`config.mk`:
```
export PLATFORM = sky130hd
export DESIGN_NAME = i2s_rx_sequencer_flat
export DESIGN_NICKNAME = d
export VERILOG_FILES = /design/src/rtl/i2s_rx_sequencer_pkg.sv /design/src/rtl/i2s_rx_sequencer_if.sv /design/src/rtl/i2s_rx_sequencer_rr_arbiter2.sv /design/src/rtl/i2s_rx_sequencer.sv /design/src/flat_wrapper.sv
export SDC_FILE = /design/constraint.sdc
export NUM_CORES = 1
export LEC_CHECK = 0
export BUFFER_PORTS_ARGS = -buffer_cell sky130_fd_sc_hd__buf_4
export CAP_MARGIN = 20
export CELL_PAD_IN_SITES_DETAIL_PLACEMENT = 1
export CELL_PAD_IN_SITES_GLOBAL_PLACEMENT = 2
export CORE_MARGIN = 2
export CORE_UTILIZATION = 28
export DETAILED_ROUTE_END_ITERATION = 8
export GPL_TIMING_DRIVEN = 0
export PLACE_DENSITY_LB_ADDON = 0.12
export SYNTH_ARGS = -nofsm -noshare
export SYNTH_HDL_FRONTEND = slang
export SYNTH_HIERARCHICAL = 1
export SYNTH_SLANG_ARGS = --single-unit
export TNS_END_PERCENT = 100
```
`constraint.sdc`:
```
create_clock -name clk -period 6.1 [get_ports clk]
set_input_delay 0.305 -clock clk [delete_from_list [all_inputs] [get_ports clk]]
set_output_delay 0.305 -clock clk [all_outputs]
set_load 0.01 [all_outputs]
```
`src/rtl/i2s_rx_sequencer_pkg.sv`:
```
`default_nettype none
// +--------------------------------------------------------------------------+
// | i2s_rx_sequencer_pkg                                                     |
// | Shared types and constants for the I2S receive sequencer.               |
// | Revision: 1.0                                                            |
// +--------------------------------------------------------------------------+
package i2s_rx_sequencer_pkg;

  typedef enum logic [1:0] {
    IDLE  = 2'd0,
    RUN   = 2'd1,
    DRAIN = 2'd2
  } state_t;

  typedef enum logic {
    CH_LEFT  = 1'b0,
    CH_RIGHT = 1'b1
  } chan_t;

  localparam int c_req_mixer = 0;
  localparam int c_req_debug = 1;

  // Ring slot that lies `back` frames behind the newest one; wr_ptr points at the next free slot.
  function automatic int unsigned ring_back(input int unsigned ptr,
                                            input int unsigned back,
                                            input int unsigned depth);
    return (ptr + 2 * depth - 1 - (back % depth)) % depth;
  endfunction

endpackage
`default_nettype wire

```
`src/rtl/i2s_rx_sequencer_if.sv`:
```
`default_nettype none
// +--------------------------------------------------------------------------+
// | i2s_rx_sequencer_if                                                      |
// | Sample ring buffer write port and shared read-port arbitration bundle.  |
// | Revision: 1.0                                                            |
// +--------------------------------------------------------------------------+
interface i2s_rx_sequencer_if #(
  parameter int SAMPLE_BITS = 8,
  parameter int ADDR_W      = 4
);
  logic                     wr_en;
  logic                     wr_chan;
  logic [ADDR_W-1:0]        wr_addr;
  logic [SAMPLE_BITS-1:0]   wr_data;
  logic [ADDR_W:0]          fill_level;
  logic [1:0]               rd_req;
  logic [2*ADDR_W-1:0]      rd_age;
  logic [1:0]               rd_gnt;
  logic                     rd_err;
  logic [ADDR_W-1:0]        buf_rd_addr;

  modport master (
    output wr_en, wr_chan, wr_addr, wr_data, fill_level,
    output rd_gnt, rd_err, buf_rd_addr,
    input  rd_req, rd_age
  );

  modport slave (
    input  wr_en, wr_chan, wr_addr, wr_data, fill_level,
    input  rd_gnt, rd_err, buf_rd_addr,
    output rd_req, rd_age
  );
endinterface
`default_nettype wire

```
`src/rtl/i2s_rx_sequencer_rr_arbiter2.sv`:
```
`default_nettype none
// +--------------------------------------------------------------------------+
// | rr_arbiter2                                                              |
// | Two-way round-robin arbiter with a registered one-hot grant.            |
// | Revision: 1.0                                                            |
// +--------------------------------------------------------------------------+
module rr_arbiter2
  import i2s_rx_sequencer_pkg::*;
(
  input  logic       clk,
  input  logic       rst_n,
  input  logic [1:0] req,
  output logic [1:0] gnt,
  output logic       sel,
  output logic       valid
);

  logic r_prio;

  always_comb begin
    valid = |req;
    sel   = 1'(c_req_mixer);
    if (req == 2'b11) begin
      sel = r_prio;
    end else if (req[c_req_debug]) begin
      sel = 1'(c_req_debug);
    end
  end

  always_ff @(posedge clk or negedge rst_n) begin
    if (!rst_n) begin
      r_prio <= 1'(c_req_mixer);
      gnt    <= 2'b00;
    end else begin
      gnt <= valid ? (2'b01 << sel) : 2'b00;
      if (valid) begin
        r_prio <= ~sel;
      end
    end
  end

endmodule
`default_nettype wire

```
`src/rtl/i2s_rx_sequencer.sv`:
```
`default_nettype none
// +--------------------------------------------------------------------------+
// | i2s_rx_sequencer                                                         |
// | Master-mode I2S receiver feeding per-channel sample rings.              |
// | Revision: 1.0                                                            |
// +--------------------------------------------------------------------------+
module i2s_rx_sequencer
  import i2s_rx_sequencer_pkg::*;
#(
  parameter int SAMPLE_BITS = 8,
  parameter int BCLK_DIV    = 4,
  parameter int DEPTH       = 10,
  parameter int ADDR_W      = 4
) (
  input  logic                 clk,
  input  logic                 rst_n,
  input  logic                 enable,
  input  logic                 sd_in,
  output logic                 sck_out,
  output logic                 ws_out,
  output logic                 busy,
  i2s_rx_sequencer_if.master   buf_if
);

  localparam int c_div_w = (BCLK_DIV > 2) ? $clog2(BCLK_DIV) : 1;
  localparam int c_bit_w = (SAMPLE_BITS > 2) ? $clog2(SAMPLE_BITS) : 1;

  localparam logic [c_div_w-1:0] c_div_last = c_div_w'(BCLK_DIV - 1);
  localparam logic [c_div_w-1:0] c_div_half = c_div_w'(BCLK_DIV / 2);
  localparam logic [c_bit_w-1:0] c_bit_last = c_bit_w'(SAMPLE_BITS - 1);
  localparam logic [ADDR_W-1:0]  c_ptr_last = ADDR_W'(DEPTH - 1);
  localparam logic [ADDR_W:0]    c_fill_max = (ADDR_W + 1)'(DEPTH);

  state_t                 r_state;
  state_t                 w_state_nxt;
  logic [c_div_w-1:0]     r_div_cnt;
  logic [c_bit_w-1:0]     r_bit_cnt;
  logic                   r_ws;
  logic                   r_primed;
  logic [SAMPLE_BITS-2:0] r_shift;
  logic                   r_wr_en;
  chan_t                  r_wr_chan;
  logic [ADDR_W-1:0]      r_wr_addr;
  logic [SAMPLE_BITS-1:0] r_wr_data;
  logic [ADDR_W-1:0]      r_wr_ptr;
  logic [ADDR_W:0]        r_fill;
  logic [ADDR_W-1:0]      r_rd_addr;
  logic                   r_rd_err;

  logic                   w_running;
  logic                   w_slot_end;
  logic                   w_sample;
  logic                   w_complete;
  logic                   w_right_done;
  logic [SAMPLE_BITS-1:0] w_word;
  logic                   w_arb_sel;
  logic                   w_arb_valid;
  logic [ADDR_W-1:0]      w_age;
  logic [ADDR_W-1:0]      w_rd_addr;
  logic                   w_age_err;

  assign w_running  = (r_state != IDLE);
  assign w_slot_end = w_running && (r_div_cnt == c_div_last);
  assign w_sample   = w_running && (r_div_cnt == c_div_half);
  // Slot 0 carries the LSB of the word from the previous WS half; the very first one after IDLE has no word.
  assign w_complete   = w_sample && (r_bit_cnt == '0) && r_primed;
  assign w_right_done = w_complete && !r_ws;
  assign w_word       = {r_shift, sd_in};

  always_comb begin
    w_state_nxt = r_state;
    unique case (r_state)
      IDLE:    if (enable) w_state_nxt = RUN;
      RUN:     if (!enable) w_state_nxt = w_right_done ? IDLE : DRAIN;
      DRAIN:   if (w_right_done) w_state_nxt = IDLE;
      default: w_state_nxt = IDLE;
    endcase
  end

  always_ff @(posedge clk or negedge rst_n) begin
    if (!rst_n) begin
      r_state   <= IDLE;
      r_div_cnt <= '0;
      r_bit_cnt <= '0;
      r_ws      <= 1'b0;
      r_primed  <= 1'b0;
      r_shift   <= '0;
    end else begin
      r_state <= w_state_nxt;
      if (w_state_nxt == IDLE) begin
        r_div_cnt <= '0;
        r_bit_cnt <= '0;
        r_ws      <= 1'b0;
        r_primed  <= 1'b0;
      end else if (w_running) begin
        r_div_cnt <= w_slot_end ? '0 : r_div_cnt + 1'b1;
        if (w_slot_end) begin
          if (r_bit_cnt == c_bit_last) begin
            r_bit_cnt <= '0;
            r_ws      <= ~r_ws;
          end else begin
            r_bit_cnt <= r_bit_cnt + 1'b1;
          end
        end
        if (w_sample) begin
          r_shift  <= w_word[SAMPLE_BITS-2:0];
          r_primed <= 1'b1;
        end
      end
    end
  end

  // Both words of a frame land at the same slot; the pointer advances once the right word is out.
  always_ff @(posedge clk or negedge rst_n) begin
    if (!rst_n) begin
      r_wr_en   <= 1'b0;
      r_wr_chan <= CH_LEFT;
      r_wr_addr <= '0;
      r_wr_data <= '0;
      r_wr_ptr  <= '0;
      r_fill    <= '0;
    end else begin
      r_wr_en <= w_complete;
      if (w_complete) begin
        r_wr_chan <= r_ws ? CH_LEFT : CH_RIGHT;
        r_wr_data <= w_word;
        r_wr_addr <= r_wr_ptr;
      end
      if (r_wr_en && (r_wr_chan == CH_RIGHT)) begin
        r_wr_ptr <= (r_wr_ptr == c_ptr_last) ? '0 : r_wr_ptr + 1'b1;
        r_fill   <= (r_fill == c_fill_max) ? r_fill : r_fill + 1'b1;
      end
    end
  end

  rr_arbiter2 u_arb (
    .clk   (clk),
    .rst_n (rst_n),
    .req   (buf_if.rd_req),
    .gnt   (buf_if.rd_gnt),
    .sel   (w_arb_sel),
    .valid (w_arb_valid)
  );

  assign w_age     = w_arb_sel ? buf_if.rd_age[2*ADDR_W-1:ADDR_W] : buf_if.rd_age[ADDR_W-1:0];
  assign w_rd_addr = ADDR_W'(ring_back(32'(r_wr_ptr), 32'(w_age), DEPTH));
  assign w_age_err = ({1'b0, w_age} >= r_fill);

  always_ff @(posedge clk or negedge rst_n) begin
    if (!rst_n) begin
      r_rd_addr <= '0;
      r_rd_err  <= 1'b0;
    end else if (w_arb_valid) begin
      r_rd_addr <= w_rd_addr;
      r_rd_err  <= w_age_err;
    end else begin
      r_rd_err  <= 1'b0;
    end
  end

  assign sck_out = w_running && (r_div_cnt >= c_div_half);
  assign ws_out  = r_ws;
  assign busy    = w_running;

  assign buf_if.wr_en       = r_wr_en;
  assign buf_if.wr_chan     = r_wr_chan;
  assign buf_if.wr_addr     = r_wr_addr;
  assign buf_if.wr_data     = r_wr_data;
  assign buf_if.fill_level  = r_fill;
  assign buf_if.rd_err      = r_rd_err;
  assign buf_if.buf_rd_addr = r_rd_addr;

endmodule
`default_nettype wire
```
`src/flat_wrapper.sv`:
```
// flat-port wrapper written by rule: the top's interface ports become plain ports
module i2s_rx_sequencer_flat import i2s_rx_sequencer_pkg::*;
#(
  parameter int SAMPLE_BITS = 8,
  parameter int BCLK_DIV    = 4,
  parameter int DEPTH       = 10,
  parameter int ADDR_W      = 4
)
  (clk, rst_n, enable, sd_in, sck_out, ws_out, busy, buf_if_wr_en, buf_if_wr_chan, buf_if_wr_addr, buf_if_wr_data, buf_if_fill_level, buf_if_rd_gnt, buf_if_rd_err, buf_if_buf_rd_addr, buf_if_rd_req, buf_if_rd_age);
  i2s_rx_sequencer_if #(.SAMPLE_BITS(SAMPLE_BITS), .ADDR_W(ADDR_W)) buf_if_i ();
  input  logic clk;
  input  logic rst_n;
  input  logic enable;
  input  logic sd_in;
  output logic sck_out;
  output logic ws_out;
  output logic busy;
  output wire logic [$bits(buf_if_i.wr_en)-1:0] buf_if_wr_en;
  output wire logic [$bits(buf_if_i.wr_chan)-1:0] buf_if_wr_chan;
  output wire logic [$bits(buf_if_i.wr_addr)-1:0] buf_if_wr_addr;
  output wire logic [$bits(buf_if_i.wr_data)-1:0] buf_if_wr_data;
  output wire logic [$bits(buf_if_i.fill_level)-1:0] buf_if_fill_level;
  output wire logic [$bits(buf_if_i.rd_gnt)-1:0] buf_if_rd_gnt;
  output wire logic [$bits(buf_if_i.rd_err)-1:0] buf_if_rd_err;
  output wire logic [$bits(buf_if_i.buf_rd_addr)-1:0] buf_if_buf_rd_addr;
  input wire logic [$bits(buf_if_i.rd_req)-1:0] buf_if_rd_req;
  input wire logic [$bits(buf_if_i.rd_age)-1:0] buf_if_rd_age;
  assign buf_if_wr_en = buf_if_i.wr_en;
  assign buf_if_wr_chan = buf_if_i.wr_chan;
  assign buf_if_wr_addr = buf_if_i.wr_addr;
  assign buf_if_wr_data = buf_if_i.wr_data;
  assign buf_if_fill_level = buf_if_i.fill_level;
  assign buf_if_rd_gnt = buf_if_i.rd_gnt;
  assign buf_if_rd_err = buf_if_i.rd_err;
  assign buf_if_buf_rd_addr = buf_if_i.buf_rd_addr;
  assign buf_if_i.rd_req = buf_if_rd_req;
  assign buf_if_i.rd_age = buf_if_rd_age;
  i2s_rx_sequencer #(.SAMPLE_BITS(SAMPLE_BITS), .BCLK_DIV(BCLK_DIV), .DEPTH(DEPTH), .ADDR_W(ADDR_W)) u_core (.clk(clk), .rst_n(rst_n), .enable(enable), .sd_in(sd_in), .sck_out(sck_out), .ws_out(ws_out), .busy(busy), .buf_if(buf_if_i));
endmodule
```
==> results of run 1 <==
[worst register-to-register path, cell delays in order (launching register included)]
cell	delay, ps
dfrtp_1	400
nand2b_4	150
and2_1	150
buf_4	170
mux2_2	270
inv_1	90
ha_1	210
a211oi_2	440
inv_1	230
ha_1	380
clkbuf_1	400
a221o_1	410
or3b_2	520
o21ai_0	110
nor4b_1	90
nor4_2	600
nor2_1	190
nand3_1	140
o211ai_1	90
o32a_1	370
[layout by cell type (no fill, tap or decap), types with 9 or more instances in the layout]
master / netlist / final
inv_1: 28 / 28
nor2_1: 21 / 21
o21ai_0: 23 / 23
mux2_2: 10 / 10
dfrtp_1: 47 / 47
buf_4: 1 / 43
nand2_1: 51 / 51
ha_1: 24 / 24
a21oi_1: 12 / 12
clkbuf_1: 13 / 13
nand3_1: 12 / 12
xnor2_1: 9 / 9
nor3_1: 10 / 10
[registers in the layout, summed over array words and instances (netlist names), 3 cells and up]
signal	cells
u_core/buf_if.wr_data	8
u_core/r_shift	7
u_core/buf_if.fill_level	5
u_core/buf_if.buf_rd_addr	4
u_core/buf_if.wr_addr	4
u_core/r_wr_ptr	4
u_core/r_bit_cnt	3
[cells by family (layout without fill, tap and decap cells)]
logic type               after synthesis  after routing
buffers and inverters                 47             97
adder cells (fa/ha/maj)               25             25
XOR/XNOR                              12             12
other                                  1              1
multiplexers                          18             18
AND/OR/NAND/NOR                      135            135
flip-flops                            47             47
AO/OA/AOI/OAI                         92             92
[power by group]
part | internal [mW] | total (mW) | switching, mW
clock | 0.204 | 0.323 | 0.119
sequential | 0.399 | 0.463 | 0.0641
combinational | 0.343 | 0.837 | 0.494
total | 0.946 | 1.62 | 0.677
[repair_timing]
item	in CTS	in global routing
resized for setup	0	1
buffers inserted	0	0
setup endpoints to repair	0	3
[per-stage QoR]
step	setup WS, ps	instance area [um^2]	cells
CTS	177	4020	570
detailed placement	168	3840	562
global route	178	4020	570
floorplan	1460	3350	377
finish	589	4020	570
global placement	224	3840	562
[cell type report]
cell class | count | share of cell area
clock buffers | 6 | 0.0345
plain buffers | 18 | 0.0205
flip-flops and latches | 47 | 0.292
clock inverters | 2 | 0.00871
repair buffers | 42 | 0.0784
inverters | 29 | 0.0271
well taps | 143 | 0.0445
multi-input cells | 283 | 0.494
[layer usage]
layer	global-route usage	vias up	share of wire
li1	-	1449	-
met1	0.203	1438	0.47
met2	0.252	45	0.48
met3	0.0332	4	0.048
met4	0.0358	0	0.0056
met5	0	-	0
[how the worst max path moves through the flow]
stage / to / slack, ps / cells past startpoint
6_report: u_core/buf_if.buf_rd_addr[3] / 590 / 19
5_1_grt: u_core/buf_if.buf_rd_addr[3] / 180 / 21
3_3_place_gp: u_core/buf_if.buf_rd_addr[3] / 220 / 19
4_1_cts: u_core/buf_if.buf_rd_addr[3] / 180 / 19
3_5_place_dp: u_core/buf_if.buf_rd_addr[3] / 170 / 19
2_1_floorplan: u_core/buf_if.buf_rd_addr[3] / 1460 / 19
==> flow_summary.toml, run 1 <==
[pwr]
power_density_mw_per_mm2 = 404
leakage_nw = 1.83
ir_worst_vdd_uv = 174
totalPowerFinal_mw = 1.62

[route]
drcViolationCount = 0
drt_iter0_markers = 173
drtAntennaViolNets = 0
wl_per_cell_um = 16.1
via_count = 2936
first_pass_iters = 4
routed_via_density = 5.15
wl_um = 9150

[clocking]
clock_path_buffers = 2
cts_made_buffers = 5
insertion_delay_ps = 290
clock_sinks = 47
root_buffer = "clkbuf_16"
hold_buffers = 0
clk_pin_slew_worst_paths_ps = 70
cts_tree = "built"
h-tree-depth = 2

[place]
place.gp.congestion = 0.779
port_buffers = 42
hpwl_um = 6990

[finish]
nets = 465
post-route-util = 0.348
seq_area_mm2 = 0.00118
area_growth_pct = 20.1
multi_input_area_mm2 = 0.00199
drive_above_1_share = 0.197
diodes = 0
fillers = 1346

[yosys]
synth.area.mux_share = 0.0587
ys_seq_area_frac = 0.351
synth_top_area_frac = 0.351
syn_inst = 377
synth-edff-count = 0
ys_warn_count = 6
syn_area_per_cell_um2 = 8.88
synthArstFlopShare = 1.00
synthAdderAreaFrac = 0.0957
synth_compound_area_frac = 0.202
synth_commonest_cells = "nand2_1, dfrtp_1, inv_1"
synth.top_cells.by_area = "dfrtp_1, ha_1, nand2_1"
post-synth-top-count-cell = "nand2_1"
synthSimpleGateAreaFrac = 0.203
ys_ff_latch = 47
ys_types = 69
synth_xor_area_frac = 0.0314
synth_top_family_by_area = "simple AND/OR/NAND/NOR gates"
synth_top_cell_by_area = "dfrtp_1"
syn_nets = 416
netlist_area_mm2 = 0.00335
synthFlopType = "dfrtp_1"

[critical_path]
reg2reg_to = "u_core/buf_if.buf_rd_addr[3]"
reg2reg_depth = 19
cp-end-kind = "flop"
reg2reg_from = "u_core/u_arb/r_prio"
required_ps = 6270
r2r_slack_ps = 590
cpMaxStageDelayCell = "nor4_2"
critical-path-max-stage-delay_ps = 600
crit_buf_inv = 4
start_kind = "flop"
path_cells = "nand2b_4, and2_1, buf_4, mux2_2, inv_1, ha_1, a211oi_2, inv_1, ha_1, clkbuf_1, a221o_1, or3b_2, o21ai_0, nor4b_1, nor4_2, nor2_1, nand3_1, o211ai_1, o32a_1"
critPathLaunch = "u_core/u_arb/r_prio"
worstPathMaxFanout = 10
cp_top_family = "simple AND/OR/NAND/NOR gates"
timing_worst_setup_path_type = "flop to flop"
arrival_ps = 5680

[floorplanning]
dieArea_mm2 = 0.0128
initial_core_util = 0.290
rows = 39
io_pins = 43
dieWidth_um = 113
core_mm2 = 0.0116
die_y_um = 113

[job]
maxCapViolCount = 0

[global_routing]
grt_pass1_wl_um = 15800
grt_pass1_vias = 3053
track_usage = 0.152
overflow = 0
antenna_found_initial = 0
grt_max_degree = 48

[sta]
worst_pin_slew_ps = 799
fin_crit_ps = 5510
fin_worst_skew_ps = 5.81
rsz0062_at_grt = "false"
finalSetupViolCount = 0
fin_tns_setup_ps = 0
finalCritPeriodShare = 0.903
slew_viol_final = 0
hold_ws_ps = 19.8
relSlewSlack = 0.463
hold_violations = 0
clock.fmax_mhz = 181

[min_path]
min_path_type = "primary input to asynchronous set/reset pin"

[status]
outcome = "complete, no violations"
Power figures use the tool's default switching activity.
==> run 2: changes to the inputs <==
==> constraint.sdc (replaced) <==
create_clock -name clk -period 4.7 [get_ports clk]
set_input_delay 0.235 -clock clk [delete_from_list [all_inputs] [get_ports clk]]
set_output_delay 0.235 -clock clk [all_outputs]
set_load 0.01 [all_outputs]
==> run 2 against run 1 <==
Register-to-register slack got worse by 450 ps; worst setup slack got worse by 450 ps; power rose by 39%; die area did not move; global-route usage increased by 0.12 points; critical path type unchanged.
==> flow_summary.toml, run 2 (same netlist as run 1, synthesis figures left out) <==
[route]
wl_um = 9590
drtAntennaViolNets = 0
via_count = 3038
routed_via_density = 5.13
first_pass_iters = 4
drt_iter0_markers = 156
wl_per_cell_um = 16.2
drcViolationCount = 0

[pwr]
p_int_mw = 1.33
combPwrFrac = 0.549
leakage_nw = 1.98
share_seq_of_total_power = 0.266
ir_worst_vdd_uv = 229
power_switching_mw = 0.934
p_clk_frac = 0.185
power_density_mw_per_mm2 = 511
p_sw_frac = 0.413

[floorplanning]
rows = 39
dieArea_mm2 = 0.0128
core_mm2 = 0.0116
die_y_um = 113
dieWidth_um = 113
io_pins = 43
initial_core_util = 0.290

[min_path]
min_path_type = "primary input to flop"

[sta]
hold_violations = 0
clock.fmax_mhz = 219
relSlewSlack = 0.472
worst_pin_slew_ps = 787
setup_slack_ps = 134
slew_viol_final = 0
fin_tns_setup_ps = 0
finalSetupViolCount = 0
fin_worst_skew_ps = 6.39
finalCritPeriodShare = 0.972
fin_crit_ps = 4570

[critical_path]
start_kind = "flop"
arrival_ps = 4740
path_cells = "nand2b_4, and2_4, buf_8, mux2_4, inv_4, ha_4, inv_2, ha_4, o31ai_4, ha_4, o21a_1, o31a_1, buf_6, o31a_1, nor4_1, o21ai_1, a211o_2, nand2_4, mux2i_1, a2111o_1, o211a_1"
timing_worst_setup_path_type = "flop to flop"
crit_buf_inv = 4
cp_top_family = "compound AO/OA/AOI/OAI gates"
worstPathMaxFanout = 7
critical-path-max-stage-delay_ps = 440
cpMaxStageDelayCell = "a211o_2"
cp-end-kind = "flop"
required_ps = 4870
cp_common_cell = "ha_4"

[clocking]
clock_path_buffers = 2
insertion_delay_ps = 290
h-tree-depth = 2
clock_sinks = 47
root_buffer = "clkbuf_16"
cts_tree = "built"
clk_pin_slew_worst_paths_ps = 60
cts_made_buffers = 5

[status]
outcome = "complete, no violations"

[finish]
mostFrequentLayoutCell = "buf_4"
final_cell_area_mm2 = 0.00442
diodes = 0
post-route-util = 0.382
nets = 487
drive_above_1_share = 0.303
final_cell_mix = "buf_4, nand2_1, dfrtp_1"
area_growth_pct = 32.0
largest_reg_flops = 8

[global_routing]
grt_max_degree = 48
grt_pass1_vias = 3095
grt_pass1_wl_um = 16000
overflow = 0
track_usage = 0.153
antenna_found_initial = 0

[place]
pre_cts_ws_ps = -1230
hpwl_um = 6990
place.gp.congestion = 0.779
port_buffers = 42
placed_area_mm2 = 0.00384

[job]
maxCapViolCount = 0
## run 2: changes by cell type in the layout (fill, tap and decap cells not counted), moves of 3 or more
| cell | before | now |
|---|---|---|
| buf_4 | 43 | 64 |
| clkbuf_1 | 13 | 9 |
| ha_1 | 24 | 19 |
| ha_4 | 0 | 4 |
| inv_1 | 28 | 22 |
| inv_2 | 0 | 5 |
| o21ai_0 | 23 | 20 |
| o21ai_1 | 0 | 3 |
## run 2: layout make-up
| type | count | area (um^2) |
|---|---|---|
| clock inverter | 2 | 35.0 |
| sequential | 47 | 1180 |
| clock buffer | 6 | 139 |
| inverter | 29 | 111 |
| buffer | 16 | 97.6 |
| timing repair buffer | 66 | 513 |
| fill | 1334 | 7150 |
| multi-input combinational | 283 | 2170 |
| tap | 143 | 179 |
## run 2: power groups by stage
stage	registers, mW	clock network, mW	logic, mW
after detailed placement	0.609	0	1.09
after floorplan	0.617	0	0.732
final	0.601	0.419	1.24
after global placement	0.605	0	1.08
after CTS	0.604	0.441	1.16
after global routing	0.622	0.454	1.39
## run 2: tightest hold or removal path, cell delays in order
cell	delay, ps
buf_4	90
nand2_1	40
nand2_1	50
## run 2: final timing paths
| path | slack (ps) | start | end | cells past startpoint |
|---|---|---|---|---|
| min | 150 | sd_in | u_core/buf_if.wr_data[0] | 3 |
| min reg2reg | 470 | u_core/r_shift[6] | u_core/buf_if.wr_data[7] | 2 |
| max in group asynchronous | 3780 | rst_n | u_core/buf_if.fill_level[3] | 2 |
| max | 130 | u_core/u_arb/r_prio | u_core/buf_if.buf_rd_addr[1] | 21 |
| min in group asynchronous | 490 | rst_n | u_core/r_div_cnt[1] | 2 |
| max reg2reg | 130 | u_core/u_arb/r_prio | u_core/buf_if.buf_rd_addr[1] | 21 |
## run 2: stage by stage
stage          total power, mW  hold WS, ps  cells
3_5_place_dp              1.70          307    562
4_1_cts                   2.20          142    578
2_1_floorplan             1.35        -60.6    377
6_report                  2.26          148    592
5_1_grt                   2.46          150    592
3_3_place_gp              1.68          297    562
## run 2: repair_timing
item                                   CTS  global route
hold buffers                             1             0
buffers inserted                         9            13
gates cloned                             0             1
endpoints found under the hold margin   47             0
setup endpoints to repair                3             3
resized for setup                       23            32
pin swaps                               10            14
## run 2: routing by layer
| layer | share of wire | up-vias | GRT usage |
|---|---|---|---|
| met3 | 0.039 | 4 | 0.0348 |
| met4 | 0.0053 | 0 | 0.0366 |
| li1 | - | 1497 | - |
| met2 | 0.49 | 39 | 0.254 |
| met5 | 0 | - | 0 |
| met1 | 0.47 | 1498 | 0.203 |
